===== config.mk =====
export PLATFORM = sky130hd
export DESIGN_NAME = axi_txn_gate
export DESIGN_NICKNAME = d
export VERILOG_FILES = /design/src/rtl/axi_txn_gate.sv
export SDC_FILE = /design/constraint.sdc
export NUM_CORES = 1
export LEC_CHECK = 0
export ABC_AREA = 1
export CORE_UTILIZATION = 45
export CTS_BUF_LIST = sky130_fd_sc_hd__clkbuf_8 sky130_fd_sc_hd__clkbuf_16
export DETAILED_ROUTE_END_ITERATION = 10
export PLACE_DENSITY = 0.74
export SKIP_CTS_REPAIR_TIMING = 1
export SLEW_MARGIN = 10
export SYNTH_ARGS = -nofsm -noshare
export SYNTH_HDL_FRONTEND = slang
export SYNTH_SLANG_ARGS = --single-unit

===== constraint.sdc =====
create_clock -name aclk -period 2.85 [get_ports aclk]
set_clock_uncertainty 0.1 [all_clocks]
set_input_delay 0.57 -clock aclk [delete_from_list [all_inputs] [get_ports aclk]]
set_output_delay 0.57 -clock aclk [all_outputs]
set_load 0.005 [all_outputs]

===== src/rtl/axi_txn_gate.sv =====
// rtl/axi_txn_gate.sv - outstanding AXI write/read limiter with drain/quiesce sequence
// Optional macro AXI_TXN_GATE_STATS_EN adds the stall_cycles output.
module axi_txn_gate #(
  parameter int MAX_WR_TXNS = 4,
  parameter int MAX_RD_TXNS = 4,
  parameter int CNT_WIDTH   = 8
) (
  input  logic                 aclk,
  input  logic                 rstn,
  input  logic                 s_axi_awvalid,
  output logic                 s_axi_awready,
  output logic                 m_axi_awvalid,
  input  logic                 m_axi_awready,
  input  logic                 s_axi_arvalid,
  output logic                 s_axi_arready,
  output logic                 m_axi_arvalid,
  input  logic                 m_axi_arready,
  input  logic                 m_axi_bvalid,
  input  logic                 m_axi_bready,
  input  logic                 m_axi_rvalid,
  input  logic                 m_axi_rready,
  input  logic                 m_axi_rlast,
  input  logic                 drain_req,
  output logic                 idle,
  output logic [CNT_WIDTH-1:0] wr_cnt,
  output logic [CNT_WIDTH-1:0] rd_cnt,
  output logic                 cnt_err
`ifdef AXI_TXN_GATE_STATS_EN
  ,
  output logic [31:0]          stall_cycles
`endif
);

  typedef enum logic [1:0] {ST_RUN, ST_DRAIN, ST_IDLE} state_t;

  localparam logic [CNT_WIDTH-1:0] WR_MAX  = CNT_WIDTH'(MAX_WR_TXNS);
  localparam logic [CNT_WIDTH-1:0] RD_MAX  = CNT_WIDTH'(MAX_RD_TXNS);
  localparam logic [CNT_WIDTH-1:0] CNT_ONE = CNT_WIDTH'(1);

  state_t               r_state;
  state_t               w_state_nxt;
  logic                 r_idle;
  logic                 w_idle_nxt;
  logic                 r_aw_hold;
  logic                 r_ar_hold;
  logic [CNT_WIDTH-1:0] r_wr_cnt;
  logic [CNT_WIDTH-1:0] r_rd_cnt;
  logic                 r_cnt_err;
  logic                 w_aw_allow;
  logic                 w_ar_allow;
  logic                 w_aw_hs;
  logic                 w_ar_hs;
  logic                 w_b_hs;
  logic                 w_r_hs;

  // A held valid always completes, so the hold bypasses both the limit and the drain block.
  assign w_aw_allow = r_aw_hold | ((r_state == ST_RUN) && (r_wr_cnt < WR_MAX));
  assign w_ar_allow = r_ar_hold | ((r_state == ST_RUN) && (r_rd_cnt < RD_MAX));

  assign m_axi_awvalid = s_axi_awvalid & w_aw_allow;
  assign s_axi_awready = m_axi_awready & w_aw_allow;
  assign m_axi_arvalid = s_axi_arvalid & w_ar_allow;
  assign s_axi_arready = m_axi_arready & w_ar_allow;

  assign w_aw_hs = m_axi_awvalid & m_axi_awready;
  assign w_ar_hs = m_axi_arvalid & m_axi_arready;
  assign w_b_hs  = m_axi_bvalid & m_axi_bready;
  assign w_r_hs  = m_axi_rvalid & m_axi_rready & m_axi_rlast;

  assign idle    = r_idle;
  assign wr_cnt  = r_wr_cnt;
  assign rd_cnt  = r_rd_cnt;
  assign cnt_err = r_cnt_err;

  always_ff @(posedge aclk or negedge rstn) begin
    if (!rstn) begin
      r_state <= ST_RUN;
      r_idle  <= 1'b0;
    end else begin
      r_state <= w_state_nxt;
      r_idle  <= w_idle_nxt;
    end
  end

  always_comb begin
    w_state_nxt = r_state;
    case (r_state)
      ST_RUN: begin
        if (drain_req) w_state_nxt = ST_DRAIN;
      end
      ST_DRAIN: begin
        if (!drain_req) begin
          w_state_nxt = ST_RUN;
        end else if ((r_wr_cnt == '0) && (r_rd_cnt == '0) && !r_aw_hold && !r_ar_hold) begin
          w_state_nxt = ST_IDLE;
        end
      end
      ST_IDLE: begin
        if (!drain_req) w_state_nxt = ST_RUN;
      end
      default: w_state_nxt = ST_RUN;
    endcase
  end

  always_comb begin
    w_idle_nxt = (w_state_nxt == ST_IDLE);
  end

  always_ff @(posedge aclk or negedge rstn) begin
    if (!rstn) begin
      r_aw_hold <= 1'b0;
      r_ar_hold <= 1'b0;
    end else begin
      if (w_aw_hs) r_aw_hold <= 1'b0;
      else if (m_axi_awvalid) r_aw_hold <= 1'b1;
      if (w_ar_hs) r_ar_hold <= 1'b0;
      else if (m_axi_arvalid) r_ar_hold <= 1'b1;
    end
  end

  always_ff @(posedge aclk or negedge rstn) begin
    if (!rstn) begin
      r_wr_cnt  <= '0;
      r_rd_cnt  <= '0;
      r_cnt_err <= 1'b0;
    end else begin
      if (w_aw_hs && !w_b_hs) r_wr_cnt <= r_wr_cnt + CNT_ONE;
      else if (!w_aw_hs && w_b_hs && (r_wr_cnt != '0)) r_wr_cnt <= r_wr_cnt - CNT_ONE;
      if (w_ar_hs && !w_r_hs) r_rd_cnt <= r_rd_cnt + CNT_ONE;
      else if (!w_ar_hs && w_r_hs && (r_rd_cnt != '0)) r_rd_cnt <= r_rd_cnt - CNT_ONE;
      // A response with nothing outstanding means the downstream lost sync with us.
      if ((w_b_hs && (r_wr_cnt == '0)) || (w_r_hs && (r_rd_cnt == '0))) r_cnt_err <= 1'b1;
    end
  end

`ifdef AXI_TXN_GATE_STATS_EN
  logic [31:0] r_stall_cycles;
  logic        w_stall;

  assign w_stall      = (s_axi_awvalid & ~w_aw_allow) | (s_axi_arvalid & ~w_ar_allow);
  assign stall_cycles = r_stall_cycles;

  always_ff @(posedge aclk or negedge rstn) begin
    if (!rstn) begin
      r_stall_cycles <= '0;
    end else if ((r_state == ST_RUN) && (w_state_nxt == ST_DRAIN)) begin
      r_stall_cycles <= '0;
    end else if (w_stall && (r_stall_cycles != 32'hFFFF_FFFF)) begin
      r_stall_cycles <= r_stall_cycles + 32'd1;
    end
  end
`endif

endmodule

Word level (Yosys, flattened, before mapping)
Index checks and enable logic that the tools add are counted.
{"block": "op_classes", "mul": 0, "n_reduce_logical": 29, "n_addsub": 4, "n_eq_ne": 3, "shifts": 0, "order_cmp": 2, "n_mux": 13, "div": 0, "bitwise_logic": 11}
{"operator": "2-to-1 mux 8 bit", "count": 4}
{"operator": "adder 8 x 1 -> 8 bit (second input constant)", "count": 2}
{"operator": "logical NOT 8 bit", "count": 2}
{"operator": "< comparator 8 x 3 -> 1 bit (second input constant)", "count": 2}
{"operator": "nonzero test 8 bit", "count": 2}
{"operator": "subtractor 8 x 1 -> 8 bit (second input constant)", "count": 2}
{"operator": "logical AND 1 bit", "count": 13}
{"operator": "AND 1 bit", "count": 9}
{"operator": "2-to-1 mux 2 bit", "count": 4}
{"operator": "nonzero test 2 bit", "count": 4}
{"operator": "logical NOT 1 bit", "count": 6}
{"operator": "case mux 2 bit (3 select lines)", "count": 1}
{"operator": "equality test 2 bit (second input constant)", "count": 2}
{"operator": "2-to-1 mux 1 bit", "count": 4}
{"operator": "equality test 2 x 1 -> 1 bit (second input constant)", "count": 1}
{"operator": "logical NOT 2 bit", "count": 1}
{"operator": "OR 1 bit", "count": 2}
{"operator": "logical OR 1 bit", "count": 1}
{"block": "totals", "ram_bits": 0, "input_bits": 12, "mem_bits_ro": 0, "memories": 0, "latchBits": 0, "regBits": 22}

Logic depth before layout (Yosys ltp)
Gate-level depths: netlist (run 1).
{"block": "depth", "ltp_word": 10, "depth_mapped": 16}

Least setup slack after synthesis (run 1)
No wires, ideal clock.
{"block": "synth_path", "path_type": "register to register", "startpoint": "register r_rd_cnt[2] (netlist: rd_cnt[2])", "endpoint": "register r_rd_cnt[7] (netlist: rd_cnt[7])", "required_ns": 2.633, "path_stages_with_launch": 15, "t_arrival_ns": 2.017, "path_slack_ns": 0.617, "cell_sequence": "dfrtp_1 nor2_1 nand4_1 nand2_1 nand3_2 clkinv_2 nand2_4 ha_1 a21oi_1 nand2_1 nand2_1 nand2_1 nand3b_1 nand3_1 nand2_1"}
{"block": "synth_between", "elab_chain_cells": 9}
{"item": "start: declaration", "line_no": "47", "text": "logic [CNT_WIDTH-1:0] r_rd_cnt;"}
{"item": "start signal: assignment", "line_no": "129", "text": "if (w_ar_hs && !w_r_hs) r_rd_cnt <= r_rd_cnt + CNT_ONE;"}
{"item": "start signal: assignment", "line_no": "130", "text": "else if (!w_ar_hs && w_r_hs && (r_rd_cnt != '0)) r_rd_cnt <= r_rd_cnt - CNT_ONE;"}
{"item": "< comparator 8 x 3 -> 1 bit", "line_no": "58", "text": "assign w_ar_allow = r_ar_hold | ((r_state == ST_RUN) && (r_rd_cnt < RD_MAX));"}
{"item": "logical AND 1 bit", "line_no": "58"}
{"item": "OR 1 bit", "line_no": "58"}
{"item": "AND 1 bit", "line_no": "62", "text": "assign m_axi_arvalid = s_axi_arvalid & w_ar_allow;"}
{"item": "AND 1 bit", "line_no": "66", "text": "assign w_ar_hs = m_axi_arvalid & m_axi_arready;"}
{"item": "logical NOT 1 bit", "line_no": "130"}
{"item": "logical AND 1 bit (2 in series)", "line_no": "130"}
{"item": "nonzero test 2 bit (no line)"}
Several ways; a longest one is shown, not always the timed one. The select of a mux whose other input is x is not followed.
A chain may end at the register's enable or synchronous reset.

Final worst setup path (run 1)
{"block": "layout_path", "startpoint": "register r_state[0]", "endpoint": "register r_rd_cnt[7] (netlist: rd_cnt[7])"}
{"block": "layout_between", "elab_chain_cells": 9}
{"item": "start: declaration", "line_no": "40", "text": "state_t r_state;"}
{"item": "start signal: assignment", "line_no": "80", "text": "r_state <= w_state_nxt;"}
{"item": "logical NOT 2 bit *", "line_no": "58"}
{"item": "logical AND 1 bit *", "line_no": "58"}
{"item": "OR 1 bit *", "line_no": "58"}
{"item": "AND 1 bit *", "line_no": "62"}
{"item": "AND 1 bit *", "line_no": "66"}
{"item": "logical NOT 1 bit", "line_no": "130"}
{"item": "logical AND 1 bit (2 in series)", "line_no": "130"}
{"item": "nonzero test 2 bit (no line)"}
Mark *: on every way between the ends. The rest lies on a longest branch, timed or not.

==> impl_metrics.tcl, run 1 <==
set metrics [dict create \
    critical_path_class "flop to flop" \
    wl_mm 3.429 \
    nNetsFinal 272 \
    seq_power_share_pct 26.7 \
    place_inst 287 \
    yosys-top-cells-area "dfrtp_1 35%, nand2_1 14%, ha_1 9.4%, nand3_1 6.9%, inv_1 4.7%" \
    swShare_pct 43.67 \
    ys_async_sr_fraction_pct 100.0 \
    hold_depth 2 \
    final_hold_viol_count 0 \
    grt_overflow_total 0 \
    synth-adder-area-share_pct 11.94 \
    vdd_drop_max_uv 490.5 \
    finalCritPeriodShare_pct 90.31 \
    dpl.hpwl_mm 2.682 \
    synth_compound_area_share_pct 8.170 \
    syn_to_final_growth_pct 28.75 \
    insertion_delay_ns 0.27 \
    endpoint_kind "flop" \
    rsz0062_at_grt "no" \
    power_mw 2.257 \
    synth-xor-area-share_pct 5.499 \
    power_leakage_nw 1.029 \
    cts_buffers 3 \
    grt_usage_pct 20.32 \
    antenna_cells 0 \
    clockBufferDepth 2 \
    muxShareOfSynthArea_pct 0 \
    synth-seq-area-share_pct 34.56 \
    p_int_mw 1.271 \
    status "completed" \
    synth_cell_types 23 \
    antenna_found_initial 0 \
    drive_gt1_share_pct 7.755 \
    synth_edf_count 0 \
    power.switching_mw 0.9856 \
    synthCells 206 \
    num_vias 1483 \
    hold_path_class "flop to flop" \
    p_clk_share_pct 10.0 \
    htree_levels 1 \
    synth-simple-area-share_pct 34.49 \
    grt_pass1_wl_mm 5.727 \
    wl_per_cell_um 11.78 \
    synth_top_family_by_area "simple AND/OR/NAND/NOR gates" \
    worstSetupStartpointType "flop" \
    relSlewSlack_pct 81.48 \
    worst-path-max-fanout 14 \
    core_sq_um 3363 \
    stdcell_count 291 \
    synth.cell_area_sq_um 1593 \
    syn_nets 232 \
    p_comb_share_pct 63.3 \
    power_density_nw_per_um2 1101 \
    fmax_ghz 0.3885 \
    cp.arrival_ns 2.63 \
    place_congestion 0.7955 \
    route.detailed.drc 0 \
    grt_pass1_vias 1371 \
    cts_tree "built" \
    tns_ns 0 \
    yosys.area.top_type "dfrtp_1" \
    dieArea_sq_um 3782 \
    synth_flop_cell "dfrtp_1" \
    synth_top_cell_area_share_pct 34.56 \
    initial_core_util_pct 47.36 \
    firstDrtPassIters 4 \
    yosysWarnings 0 \
    setup_viol 0 \
    syn-mean-instance-area_sq_um 7.732 \
    cts_root_buf "clkbuf_8" \
    drt-initial-drc-count 84 \
    worst_pin_slew_ns 0.2779 \
    reg2regPathDepth 14 \
    cts.clk_slew.worst_paths_ns 0.07 \
    viasPerCell 5.096 \
    die_y_um 61.50 \
    cp.required_ns 2.91 \
    pin_count 34 \
    grt_max_degree 23 \
    clock-sinks 22 \
    synth_seq_cells 22 \
    antenna_left 0 \
    fin_crit_ns 2.574 \
    io_buffers 33 \
    core.rowCount 21 \
    maxCapViolCount 0 \
    die_w_um 61.50 \
    slew_violations 0 \
]
path summary, 6_finish.rpt:
path	from	endpoint	slack (ns)
setup / recovery	r_state[0]	rd_cnt[7]	0.28
hold / removal	cnt_err	cnt_err	0.41
setup reg to reg	r_state[0]	rd_cnt[7]	0.28
hold reg to reg	cnt_err	cnt_err	0.41
max in group asynchronous	rstn	rd_cnt[0]	1.89
min in group asynchronous	rstn	wr_cnt[7]	0.54
registers in the layout, indices dropped and copies added (netlist names):
| name | count |
|---|---|
| r_aw_hold | 1 |
| r_ar_hold | 1 |
| idle | 1 |
| rd_cnt | 8 |
| cnt_err | 1 |
| wr_cnt | 8 |
| r_state | 2 |
cell usage after synthesis, types with 2 or more instances:
cell,n
a21o_1,2
a21oi_1,13
a31oi_1,4
clkinv_2,2
dfrtp_1,22
fa_1,2
ha_1,12
inv_1,20
nand2_1,59
nand2_2,2
nand2_4,5
nand3_1,22
nand3b_1,2
nand4_1,6
nor2_1,15
nor2_2,2
o21ai_1,2
xnor2_1,3
xor2_1,7
logic make-up after synthesis:
logic type      Yosys count
xor+xnor                 10
compound gates           23
buf+inv                  22
simple gates            115
flops                    22
fa+ha+maj                14
cell type report:
cell class / instances / area [sq um]
repair buffers: 35 / 345.3
clock buffers: 4 / 55.05
multi-input cells: 162 / 957.2
inverters: 22 / 85.08
fillers: 318 / 1313
flip-flops and latches: 22 / 550.5
well taps: 46 / 57.56
per-stage QoR:
step           cell area (sq um)  hold WS (ns)  util, %  worst slack, ns
2_1_floorplan               1593        0.1744        -           0.6168
3_3_place_gp                1996        0.3756    59.34          0.07789
3_5_place_dp                1996        0.3915    59.34          0.02355
4_1_cts                     2051        0.4106    60.97           0.2564
5_1_grt                     2051        0.4455    60.97          0.01539
6_report                    2051        0.4082    60.97           0.2761
layer usage:
metal  vias up  GRT usage, %  wire, um
li1        762             -         -
met1       676         25.07      1536
met3         5         2.101       141
met2        40         35.48      1703
met5         -             0         0
met4         0         9.524        47
critical path, stage by stage, from the launching register on:
cell	delay [ns]
dfrtp_1	0.42
nor2_2	0.16
nand4_1	0.17
nand2_1	0.12
nand3_2	0.11
clkinv_2	0.09
nand2_4	0.12
ha_1	0.37
a21oi_1	0.17
nand2_1	0.13
nand2_1	0.08
nand2_1	0.10
nand3b_1	0.19
nand3_1	0.09
nand2_1	0.05
power groups by stage:
stage | Combinational, mW | Sequential, mW | Clock [mW]
after global routing | 1.63 | 0.632 | 0.245
after floorplan | 0.956 | 0.588 | 0
after CTS | 1.44 | 0.604 | 0.229
after global placement | 1.41 | 0.606 | 0
final | 1.43 | 0.603 | 0.226
after detailed placement | 1.43 | 0.608 | 0
layout by cell type, fill, tap and decap left out:
| cell type | n |
|---|---|
| a21o_1 | 2 |
| a21oi_1 | 13 |
| a31oi_1 | 4 |
| buf_4 | 2 |
| clkbuf_8 | 4 |
| clkdlybuf4s50_1 | 33 |
| clkinv_2 | 2 |
| dfrtp_1 | 22 |
| fa_1 | 2 |
| ha_1 | 12 |
| inv_1 | 20 |
| nand2_1 | 59 |
| nand2_2 | 2 |
| nand2_4 | 5 |
| nand3_1 | 22 |
| nand3_2 | 1 |
| nand3_4 | 1 |
| nand3b_1 | 2 |
| nand4_1 | 6 |
| nor2_1 | 15 |
| nor2_2 | 2 |
| o21ai_1 | 2 |
| o21bai_1 | 1 |
| o31ai_1 | 1 |
| xnor2_1 | 3 |
| xor2_1 | 7 |
Note: power is estimated with default switching activity, not from simulation.
==> run 2: changes to the inputs <==
--- a/config.mk
+++ b/config.mk
@@ -7,8 +7,9 @@
 export LEC_CHECK = 0
 export ABC_AREA = 1
 export CORE_UTILIZATION = 45
-export CTS_BUF_LIST = sky130_fd_sc_hd__clkbuf_8 sky130_fd_sc_hd__clkbuf_16
+export CTS_BUF_LIST = sky130_fd_sc_hd__clkbuf_8
 export DETAILED_ROUTE_END_ITERATION = 10
+export GPL_ROUTABILITY_DRIVEN = 1
 export PLACE_DENSITY = 0.74
 export SKIP_CTS_REPAIR_TIMING = 1
 export SLEW_MARGIN = 10
==> results of run 2 <==
Same layout as run 1: the final DEF is identical, and so are final timing and power.
